**src/rtl/id_hazard_ctrl_if.sv**
```systemverilog
// Fetch/EX/memory inputs and IF/ID outputs of the decode-stage hazard controller.
// The pipeline side drives through master; the controller itself uses slave.
interface id_hazard_ctrl_if #(
   parameter int XLEN = 32
);
   logic [31:0]     if_instr;
   logic [XLEN-1:0] if_pc;
   logic            if_valid;
   logic            ex_mem_read;
   logic [4:0]      ex_rd;
   logic            ex_redirect;
   logic            mem_stall;
   logic            pc_write;
   logic [31:0]     id_instr;
   logic [XLEN-1:0] id_pc;
   logic            id_valid;
   logic            id_bubble;

   modport master (
      output if_instr, if_pc, if_valid, ex_mem_read, ex_rd, ex_redirect, mem_stall,
      input  pc_write, id_instr, id_pc, id_valid, id_bubble
   );

   modport slave (
      input  if_instr, if_pc, if_valid, ex_mem_read, ex_rd, ex_redirect, mem_stall,
      output pc_write, id_instr, id_pc, id_valid, id_bubble
   );
endinterface

```
**src/rtl/id_hazard_ctrl.sv**
```systemverilog
// Decode-stage IF/ID register owner: load-use stall, redirect flush, memory freeze.
// Optional saturating perf counters are built when HAZARD_PERF_CNT_EN is defined.
module id_hazard_ctrl #(
   parameter int XLEN  = 32,
   parameter int CNT_W = 16
) (
   input  logic             clk,
   input  logic             rst_n,
   id_hazard_ctrl_if.slave  bus,
   output logic [CNT_W-1:0] stall_cnt,
   output logic [CNT_W-1:0] flush_cnt
);
   localparam logic [31:0] NOP      = 32'h0000_0013;
   localparam logic [0:0]  RUN      = 1'b0;
   localparam logic [0:0]  STALL    = 1'b1;

   localparam logic [6:0]  OP_R     = 7'b0110011;
   localparam logic [6:0]  OP_STORE = 7'b0100011;
   localparam logic [6:0]  OP_BR    = 7'b1100011;
   localparam logic [6:0]  OP_IMM   = 7'b0010011;
   localparam logic [6:0]  OP_LOAD  = 7'b0000011;
   localparam logic [6:0]  OP_JALR  = 7'b1100111;

   logic [0:0]      state;
   logic [0:0]      state_next;
   logic [31:0]     id_instr_q;
   logic [XLEN-1:0] id_pc_q;
   logic            id_valid_q;

   logic [6:0]      opcode;
   logic [4:0]      rs1;
   logic [4:0]      rs2;
   logic            uses_rs1;
   logic            uses_rs2;
   logic            hazard;

   logic            pc_write;
   logic            id_bubble;
   logic            take_fetch;
   logic            squash;
   logic            stall_start;

   assign opcode = id_instr_q[6:0];
   assign rs1    = id_instr_q[19:15];
   assign rs2    = id_instr_q[24:20];

   always_comb begin
      uses_rs1 = 1'b0;
      uses_rs2 = 1'b0;
      case (opcode)
         OP_R, OP_STORE, OP_BR: begin
            uses_rs1 = 1'b1;
            uses_rs2 = 1'b1;
         end
         OP_IMM, OP_LOAD, OP_JALR: uses_rs1 = 1'b1;
         default: ;
      endcase
   end

   assign hazard = id_valid_q && bus.ex_mem_read && (bus.ex_rd != 5'd0) &&
                   ((uses_rs1 && (rs1 == bus.ex_rd)) || (uses_rs2 && (rs2 == bus.ex_rd)));

   // Freeze beats redirect beats load-use; STALL lasts one cycle and never re-checks the hazard.
   always_comb begin
      pc_write    = 1'b1;
      id_bubble   = 1'b0;
      take_fetch  = 1'b0;
      squash      = 1'b0;
      stall_start = 1'b0;
      state_next  = state;
      if (bus.mem_stall) begin
         pc_write = 1'b0;
      end else if (bus.ex_redirect) begin
         id_bubble  = 1'b1;
         squash     = 1'b1;
         state_next = RUN;
      end else if ((state == RUN) && hazard) begin
         pc_write    = 1'b0;
         id_bubble   = 1'b1;
         stall_start = 1'b1;
         state_next  = STALL;
      end else begin
         take_fetch = 1'b1;
         state_next = RUN;
      end
   end

   always_ff @(posedge clk or negedge rst_n) begin
      if (!rst_n) begin
         state      <= RUN;
         id_instr_q <= NOP;
         id_pc_q    <= '0;
         id_valid_q <= 1'b0;
      end else begin
         state <= state_next;
         if (squash) begin
            id_instr_q <= NOP;
            id_valid_q <= 1'b0;
         end else if (take_fetch) begin
            id_instr_q <= bus.if_valid ? bus.if_instr : NOP;
            id_pc_q    <= bus.if_pc;
            id_valid_q <= bus.if_valid;
         end
      end
   end

   assign bus.pc_write  = pc_write;
   assign bus.id_bubble = id_bubble;
   assign bus.id_instr  = id_instr_q;
   assign bus.id_pc     = id_pc_q;
   assign bus.id_valid  = id_valid_q;

`ifdef HAZARD_PERF_CNT_EN
   logic [CNT_W-1:0] stall_q;
   logic [CNT_W-1:0] flush_q;

   always_ff @(posedge clk or negedge rst_n) begin
      if (!rst_n) begin
         stall_q <= '0;
         flush_q <= '0;
      end else begin
         if (stall_start && (stall_q != '1)) stall_q <= stall_q + 1'b1;
         if (squash && (flush_q != '1))      flush_q <= flush_q + 1'b1;
      end
   end

   assign stall_cnt = stall_q;
   assign flush_cnt = flush_q;
`else
   assign stall_cnt = '0;
   assign flush_cnt = '0;
`endif
endmodule

```
**src/flat_wrapper.sv**
```systemverilog
// flat-port wrapper written by rule: the top's interface ports become plain ports
module id_hazard_ctrl_flat 
#(
   parameter int XLEN  = 32,
   parameter int CNT_W = 16
)
  (clk, rst_n, stall_cnt, flush_cnt, bus_if_instr, bus_if_pc, bus_if_valid, bus_ex_mem_read, bus_ex_rd, bus_ex_redirect, bus_mem_stall, bus_pc_write, bus_id_instr, bus_id_pc, bus_id_valid, bus_id_bubble);
  id_hazard_ctrl_if #(.XLEN(XLEN)) bus_i ();
  input  logic clk;
  input  logic rst_n;
  output logic [CNT_W-1:0] stall_cnt;
  output logic [CNT_W-1:0] flush_cnt;
  input wire logic [$bits(bus_i.if_instr)-1:0] bus_if_instr;
  input wire logic [$bits(bus_i.if_pc)-1:0] bus_if_pc;
  input wire logic [$bits(bus_i.if_valid)-1:0] bus_if_valid;
  input wire logic [$bits(bus_i.ex_mem_read)-1:0] bus_ex_mem_read;
  input wire logic [$bits(bus_i.ex_rd)-1:0] bus_ex_rd;
  input wire logic [$bits(bus_i.ex_redirect)-1:0] bus_ex_redirect;
  input wire logic [$bits(bus_i.mem_stall)-1:0] bus_mem_stall;
  output wire logic [$bits(bus_i.pc_write)-1:0] bus_pc_write;
  output wire logic [$bits(bus_i.id_instr)-1:0] bus_id_instr;
  output wire logic [$bits(bus_i.id_pc)-1:0] bus_id_pc;
  output wire logic [$bits(bus_i.id_valid)-1:0] bus_id_valid;
  output wire logic [$bits(bus_i.id_bubble)-1:0] bus_id_bubble;
  assign bus_i.if_instr = bus_if_instr;
  assign bus_i.if_pc = bus_if_pc;
  assign bus_i.if_valid = bus_if_valid;
  assign bus_i.ex_mem_read = bus_ex_mem_read;
  assign bus_i.ex_rd = bus_ex_rd;
  assign bus_i.ex_redirect = bus_ex_redirect;
  assign bus_i.mem_stall = bus_mem_stall;
  assign bus_pc_write = bus_i.pc_write;
  assign bus_id_instr = bus_i.id_instr;
  assign bus_id_pc = bus_i.id_pc;
  assign bus_id_valid = bus_i.id_valid;
  assign bus_id_bubble = bus_i.id_bubble;
  id_hazard_ctrl #(.XLEN(XLEN), .CNT_W(CNT_W)) u_core (.clk(clk), .rst_n(rst_n), .bus(bus_i), .stall_cnt(stall_cnt), .flush_cnt(flush_cnt));
endmodule
```
**config.mk**
```make
export PLATFORM = sky130hd
export DESIGN_NAME = id_hazard_ctrl_flat
export DESIGN_NICKNAME = d
export VERILOG_FILES = /design/src/rtl/id_hazard_ctrl_if.sv /design/src/rtl/id_hazard_ctrl.sv /design/src/flat_wrapper.sv
export SDC_FILE = /design/constraint.sdc
export NUM_CORES = 1
export LEC_CHECK = 0
export CAP_MARGIN = 20
export CORE_UTILIZATION = 34
export CTS_CLUSTER_SIZE = 8
export DETAILED_ROUTE_END_ITERATION = 8
export PLACE_DENSITY = 0.73
export SYNTH_ARGS = -nofsm -noshare
export SYNTH_HDL_FRONTEND = slang
export SYNTH_SLANG_ARGS = --single-unit
```
**constraint.sdc**
```tcl
create_clock -name clk -period 5.82 [get_ports clk]
set_input_delay 1.455 -clock clk [delete_from_list [all_inputs] [get_ports clk]]
set_output_delay 1.455 -clock clk [all_outputs]
set_load 0.01 [all_outputs]
```
Yosys cells after proc, flatten, opt, wreduce, memory -nomap -nowiden:

Cells that the tools add are included.
W data, S select, Z words.

* bits in registers: 66
* output and inout bits: 99
* logic and storage cells: 44

* equal/unequal tests: 8
* multiplexer cells: 18
* bitwise logic cells: 2
* reduce and logical (&&, ||, !) cells: 12

Operators with widths (number)
* $mux W32: 3
* $mux W1: 15
* $eq A7 B6 Y1 const B: 2
* $eq A7 B7 Y1 const B: 2
* $eq A5 B5 Y1: 2
* $eq A7 B2 Y1 const B: 1
* $eq A7 B5 Y1 const B: 1
* $logic_and A1 B1 Y1: 6
* $reduce_or A6 Y1: 1
* $reduce_bool A5 Y1: 1
* $reduce_or A3 Y1: 1
* $not A1 Y1: 2
* $reduce_and A2 Y1: 1
* $reduce_bool A2 Y1: 1
* $logic_or A1 B1 Y1: 1

Depth between registers and ports, before layout:

Gate-level depths: netlist (run 1).

* depth after elaboration: 12
* gate-level depth with buffers: 7
* mapped depth without buffers: 6

Worst setup path before layout (run 1):

Ideal clock, no wire load.

* path type: input -> output
* start: input bus_ex_rd[2]
* end: output bus_pc_write
* arrival: 2.382 ns
* required time: 4.365 ns
* setup slack: 1.983 ns
* stages on the path: 6
* cell sequence: xnor2_1 -> nand4_2 -> o22ai_4 -> a31o_1 -> buf_6 -> inv_2

* cells in the longest elaborated chain, start to end: 8
* elaborated cells between the ends (all ways): 12
* those cells by class: 2 x eq/ne; 3 x mux; 7 x reduce/logical

Ends and longest elaborated chain
* start, declared: line flat_wrapper.sv:17 `input wire logic [$bits(bus_i.ex_rd)-1:0] bus_ex_rd;`
* $eq A5 B5 Y1: line id_hazard_ctrl.sv:61 `((uses_rs1 && (rs1 == bus.ex_rd)) || (uses_rs2 && (rs2 == bus.ex_rd)));`
* $logic_and A1 B1 Y1: line id_hazard_ctrl.sv:61
* $logic_or A1 B1 Y1: line id_hazard_ctrl.sv:61
* $logic_and A1 B1 Y1 *: line id_hazard_ctrl.sv:60 `assign hazard = id_valid_q && bus.ex_mem_read && (bus.ex_rd != 5'd0) &&`
* $logic_and A1 B1 Y1 *: line id_hazard_ctrl.sv:77 `end else if ((state == RUN) && hazard) begin`
* $mux W1 *: line id_hazard_ctrl.sv:77
* $mux W1 *: line id_hazard_ctrl.sv:73 `end else if (bus.ex_redirect) begin`
* $mux W1 *: line id_hazard_ctrl.sv:71 `if (bus.mem_stall) begin`
* end, declared: line flat_wrapper.sv:20 `output wire logic [$bits(bus_i.pc_write)-1:0] bus_pc_write;`

Mark *: on every way between the ends. The rest lies on a longest branch, timed or not.

Worst setup path after layout (run 1):

* start: input bus_ex_rd[0]
* end: output bus_id_bubble

* cells in the longest elaborated chain, start to end: 8
* elaborated cells between the ends (all ways): 12
* those cells by class: 2 x eq/ne; 3 x mux; 7 x reduce/logical

Ends and longest elaborated chain
* $eq A5 B5 Y1: line id_hazard_ctrl.sv:61
* $logic_and A1 B1 Y1: line id_hazard_ctrl.sv:61
* $logic_or A1 B1 Y1: line id_hazard_ctrl.sv:61
* $logic_and A1 B1 Y1 *: line id_hazard_ctrl.sv:60
* $logic_and A1 B1 Y1 *: line id_hazard_ctrl.sv:77
* $mux W1 *: line id_hazard_ctrl.sv:77
* $mux W1 *: line id_hazard_ctrl.sv:73
* $mux W1 *: line id_hazard_ctrl.sv:71
* end, declared: line flat_wrapper.sv:24 `output wire logic [$bits(bus_i.id_bubble)-1:0] bus_id_bubble;`

Marks and branches as above.

==> metrics.cfg, run 1 <==
[outcome]
status = complete, no violations

[place]
gp_congestion = 0.829
portBuffers = 141
dpl.hpwl_mm = 5.28
dp_slack_ps = 847
dpl_cell_area_sq_um = 4440

[floorplanning]
die_area_sq_um = 9450
die_w_um = 97.2
io_pins = 174
coreArea_sq_um = 8760
start_util_pct = 35.2
die-height_um = 97.2
rows = 34

[final_layout]
fin_area_sq_um = 4670
drive_gt1_share_pct = 19.5
areaGrowthSynthToFinish_pct = 51.5
final_core_utilization_pct = 53.3
nets = 435
n_antenna_cell = 0

[worst_setup_path]
reg2reg_depth = 6
timing.rr.start = u_core.bus.id_instr[6]
cp-end-kind = output pin
r2r_slack_ps = 3300
cp.required_ps = 4370
crit_start = bus_ex_rd[0]
r2r_end = u_core.bus.id_pc[0]
critPathKind = in -> out
path_max_fanout = 7
crit_path_start_kind = primary input
path_common_cell = clkdlybuf4s50_1
slowest_stage = clkdlybuf4s50_1
crit_chain = clkdlybuf4s50_1 > xnor2_1 > nand4_1 > o22ai_4 > nand2_1 > a21oi_1 > clkdlybuf4s50_1
slowest_delay_ps = 560
cp.arrival_ps = 3480

[drt]
totalWireLength_mm = 7.33
dr.pass1.iters = 4
via_count = 2155
via_per_inst = 4.56
antenna_left = 0
wire_per_inst_um = 15.5
drt_iter0_drc = 40
drc_errors = 0

[power]
p_leak_nw = 2.04
p_per_area_nw_per_um2 = 270
vdd.ir_drop.worst_uv = 109

[clock_tree]
clkSinkCount = 66
htreeDepth = 3
clk_pin_slew_ps = 70
hold_buffers = 0
root_buffer = clkbuf_8
tritoncts = yes
clock_path_buffers = 2
cts_inserted_buffers = 9
post_cts.repair.setup_buffers = 0
clkLatencyLatePin_ps = 330
cts_resized = 0

[synth]
syn_area_per_cell_sq_um = 14.5
async_reset_ff_share_pct = 100
ys_seq_area_share_pct = 53.7
syn_area_sq_um = 3080
synth_edf_count = 0
ys.flop_type = dfrtp_1
synthCells = 213
ys_types = 34
ys_ff_latch = 66
ys.warnings.count = 0

[global_route]
grt_max_degree = 67
first_global_vias = 2321
grt_pass1_wl_mm = 12.0
antenna_found_initial = 0
grt_usage_pct = 16.2
grt_overflow = 0

[min_path]
hold_end = u_core.bus.id_instr[13]
hold-path-cell-count = 1
hold_start = u_core.bus.id_instr[13]
hold_class = reg -> reg

[timing]
tns_ps = 0
setup_viol = 0
rsz0062_at_grt = no
fmax_mhz = 202
fin_ws_ps = 881
hold_violations = 0
slew_violations = 0
skew_ps = 9.57
slew-limit-headroom_pct = 44.2
layout_worst_path_cycle_share_pct = 84.9
period_needed_ps = 4940
tightest_slew_ps = 837

[flow_run]
cap_viol_max_count = 0

## metrics by stage
step / power (mW) / hold WS (ps) / cells
floorplan: 0.680 / 439 / 244
global placement: 0.830 / 462 / 457
detailed placement: 0.834 / 491 / 457
CTS: 1.28 / 513 / 473
global route: 1.33 / 525 / 473
finish: 1.26 / 505 / 473
## layout make-up
cell class              instances  area, sq um
well taps                     108          135
inverters                       2         7.51
flip-flops and latches         66         1660
fillers                       782         4100
clock inverters                 4         73.8
repair buffers                145         1440
clock buffers                  12          155
multi-input cells             136         1200
## cell usage in the layout (no fill, tap or decap), drive strengths merged, types with 4 or more instances in the layout
cell type | netlist | final
xnor2 | 10 | 10
a22o | 27 | 27
buf | 40 | 5
clkdlybuf4s50 | 0 | 140
dfrtp | 63 | 63
conb | 1 | 32
a21oi | 5 | 5
mux2 | 32 | 32
nand2 | 4 | 4
and2 | 4 | 4
clkbuf | 0 | 12
## logic make-up (layout without fill, tap and decap cells)
kind of cell | Yosys count | in the layout | synth area share (%)
buffers and inverters | 42 | 163 | 11.0
AOI/OAI and AO/OA | 43 | 43 | 13.2
and+or+nand+nor | 19 | 19 | 3.82
muxes | 32 | 32 | 15.3
xor gates and xnor gates | 10 | 10 | 2.84
DFF | 66 | 66 | 53.7
other | 1 | 32 | 0.122
## worst max-delay path, delay by kind of cell
| kind | cells | cell delay [ps] |
|---|---|---|
| buffers and inverters | 2 | 1120 |
| AO/OA/AOI/OAI | 2 | 470 |
| AND/OR/NAND/NOR | 2 | 280 |
| XOR/XNOR | 1 | 140 |
## where the power goes
part / total (mW) / leakage (nW) / switching (mW) / internal (mW)
Sequential: 0.536 / 0.825 / 0.0302 / 0.505
Clock: 0.437 / 0.117 / 0.172 / 0.265
Combinational: 0.289 / 1.10 / 0.104 / 0.185
Total: 1.26 / 2.04 / 0.306 / 0.956
## synth_stat cells, drive strengths merged, types with 2 or more instances
cell / n / area, sq um
nand3: 2 / 10.0
nor2: 3 / 11.3
nand4: 3 / 25.0
a21oi: 5 / 40.0
nand2: 4 / 15.0
o32a: 3 / 30.0
mux2: 32 / 473
buf: 40 / 330
a22o: 27 / 245
and2: 4 / 26.3
dfrtp: 63 / 1580
xnor2: 10 / 87.6
dfstp: 3 / 78.8
a311o: 2 / 20.0
inv: 2 / 7.50
## state kept, by name, indices dropped and copies added, names as in the netlist
signal	cells
u_core.bus.id_instr	32
u_core.bus.id_pc	32
u_core.bus.id_valid	1
u_core.state	1
## how the worst max path moves through the flow
stage	to	slack (ps)
6_report	bus_id_bubble	880
4_1_cts	bus_id_bubble	850
3_3_place_gp	bus_id_bubble	880
2_1_floorplan	bus_pc_write	1980
3_5_place_dp	bus_id_bubble	850
5_1_grt	bus_id_bubble	730
## per-layer routing
layer  share of wire, %  vias to the layer above  global-route usage, %
li1                   -                      995                      -
met1                 44                     1049                   20.8
met2                 46                      105                   25.2
met3                8.5                        6                   5.68
met4               0.93                        0                   5.51
met5                  0                        -                      0
Power figures use the tool's default switching activity.
==> run 2: changes to the inputs <==
==> constraint.sdc (replaced) <==
create_clock -name clk -period 4.8 [get_ports clk]
set_input_delay 1.2 -clock clk [delete_from_list [all_inputs] [get_ports clk]]
set_output_delay 1.2 -clock clk [all_outputs]
set_load 0.01 [all_outputs]
==> run 2 against run 1 <==
Routed wire length down 2.8%. Combinational power up 21%. Largest power group unchanged. Register-to-register slack worse by 570 ps. Largest cell class unchanged. Highest routed layer unchanged.
==> metrics.cfg, run 2 (synthesis gave the netlist of run 1 again) <==
[global_route]
first_global_vias = 2255  ; -2.8%
grt_pass1_wl_mm = 11.4  ; -5.1%
grt_max_degree = 37  ; -45%
grt_usage_pct = 15.3  ; -0.88 points
grt_overflow = 0  ; unchanged
antenna_found_initial = 0  ; unchanged

[floorplanning]
rows = 34  ; unchanged
io_pins = 174  ; unchanged
coreArea_sq_um = 8760  ; unchanged
die_area_sq_um = 9450  ; unchanged
die_w_um = 97.2  ; unchanged
start_util_pct = 35.2  ; unchanged
die-height_um = 97.2  ; unchanged

[worst_setup_path]
cp.required_ps = 3600  ; -770 ps
cp.arrival_ps = 3240  ; -240 ps
slowest_delay_ps = 560  ; about the same
slowest_stage = clkdlybuf4s50_1
critPathKind = in -> out
cp-end-kind = output pin
crit_path_start_kind = primary input
path_max_fanout = 7  ; unchanged
crit_chain = clkdlybuf4s50_1 > xnor2_1 > nand4_1 > o22ai_4 > nand2_1 > a21oi_1 > clkdlybuf4s50_1
path_common_cell = clkdlybuf4s50_1

[clock_tree]
cts_resized = 0  ; unchanged
tritoncts = yes
post_cts.repair.setup_buffers = 0  ; unchanged
htreeDepth = 3  ; unchanged
clock_path_buffers = 2  ; unchanged
hold_buffers = 0  ; unchanged
clk_pin_slew_ps = 70  ; about the same
root_buffer = clkbuf_8
clkSinkCount = 66  ; unchanged
clkLatencyLatePin_ps = 330  ; about the same
cts_inserted_buffers = 9  ; unchanged

[drt]
totalWireLength_mm = 7.12  ; -2.8%
dr.pass1.iters = 4  ; unchanged
antenna_left = 0  ; unchanged
drt_iter0_drc = 65  ; +63%
drc_errors = 0  ; unchanged
wire_per_inst_um = 15.1  ; -2.6%
via_count = 2155  ; unchanged
via_per_inst = 4.57  ; +0.21%

[timing]
layout_worst_path_cycle_share_pct = 92.5
fmax_mhz = 225
hold_violations = 0  ; unchanged
skew_ps = 10.1  ; +0.555 ps
slew-limit-headroom_pct = 54.9  ; +11 points
tightest_slew_ps = 676  ; -161 ps
rsz0062_at_grt = no
setup_viol = 0  ; unchanged
tns_ps = 0  ; unchanged
slew_violations = 0  ; unchanged
period_needed_ps = 4440

[place]
portBuffers = 141  ; unchanged
gp_congestion = 0.847  ; +2.2%
dpl.hpwl_mm = 5.30  ; +0.43%

[final_layout]
nets = 435  ; unchanged
areaGrowthSynthToFinish_pct = 50.3
final_common_cell = clkdlybuf4s50_1
drive_gt1_share_pct = 19.5  ; +0.053 points
n_antenna_cell = 0  ; unchanged
final_cell_mix = clkdlybuf4s50_1 (140), dfrtp_1 (63), conb_1 (32)

[power]
power.share.clock_pct = 31.1  ; -3.5 points
power_frac_comb_pct = 24.1  ; +1.2 points
switchingPower_mw = 0.365  ; +19%
power.total_mw = 1.45  ; +15%
p_leak_nw = 2.02  ; -1.1%
p_int_mw = 1.09  ; +14%
p_per_area_nw_per_um2 = 313  ; +16%
vdd.ir_drop.worst_uv = 147  ; +35%
switching_share_pct = 25.1  ; +0.86 points
seqPwrFrac_pct = 44.8  ; +2.4 points

[flow_run]
cap_viol_max_count = 0  ; unchanged

[min_path]
hold_class = reg -> reg

[outcome]
status = complete, no violations

run 2: cell types whose count changed in the layout (fill, tap and decap cells not counted), sizes merged:
cell,change
clkbuf,-2
bufinv,-1
clkinvlp,+2
run 2: final cells by class:
type                            count  area, sq um
Timing Repair Buffer              145         1440
Inverter                            2         7.51
Clock buffer                       10          138
Fill cell                         777         4130
Tap cell                          108          135
Clock inverter                      5         55.1
Sequential cell                    66         1660
Multi-Input combinational cell    136         1200
run 2: critical path, delay by kind of cell:
kind / cells / cell delay, ps
buffers and inverters: 2 / 1100
AO/OA/AOI/OAI: 2 / 480
AND/OR/NAND/NOR: 2 / 300
XOR/XNOR: 1 / 150
run 2: path summary, 6_finish.rpt:
check	startpoint	slack [ps]	cells past startpoint	to
max in group asynchronous	rst_n	3000	2	u_core.bus.id_pc[20]
min reg2reg	u_core.state	480	2	u_core.state
max reg2reg	u_core.bus.id_instr[1]	2730	6	u_core.bus.id_pc[13]
min in group asynchronous	rst_n	900	1	u_core.bus.id_instr[12]
min	u_core.state	480	2	u_core.state
max	bus_ex_rd[4]	360	7	bus_id_bubble
run 2: power groups by stage:
stage                     sequential [mW]  combinational [mW]  clock, mW
after global routing                0.657               0.372      0.491
final                               0.650               0.350      0.452
after CTS                           0.651               0.354      0.469
after detailed placement            0.658               0.354          0
after global placement              0.658               0.348          0
after floorplan                     0.681               0.143          0
run 2: metrics by stage:
stage                     utilization (%)  hold WS, ps  setup WS [ps]  cell area (sq um)  std cells
after floorplan                         -          439           1470               3200        244
after global placement               50.7          461            370               4440        457
after detailed placement             50.7          469            323               4440        457
after CTS                            52.9          485            321               4630        472
after global routing                 52.9          531            249               4630        472
final                                52.9          484            360               4630        472
run 2: layer usage:
metal  part of all wire (%)  global-route usage (%)
met1                     44                    19.4
met2                     47                    23.9
met3                    8.5                    5.25
met4                    1.4                    5.86
met5                      0                       0
==> run 3: changes to the inputs <==
--- a/config.mk
+++ b/config.mk
@@ -10,6 +10,7 @@
 export CTS_CLUSTER_SIZE = 8
 export DETAILED_ROUTE_END_ITERATION = 8
 export PLACE_DENSITY = 0.73
+export SKIP_LAST_GASP = 1
 export SYNTH_ARGS = -nofsm -noshare
 export SYNTH_HDL_FRONTEND = slang
 export SYNTH_SLANG_ARGS = --single-unit
==> results of run 3 <==
No change in the layout: final DEF, timing and power equal those of run 2.
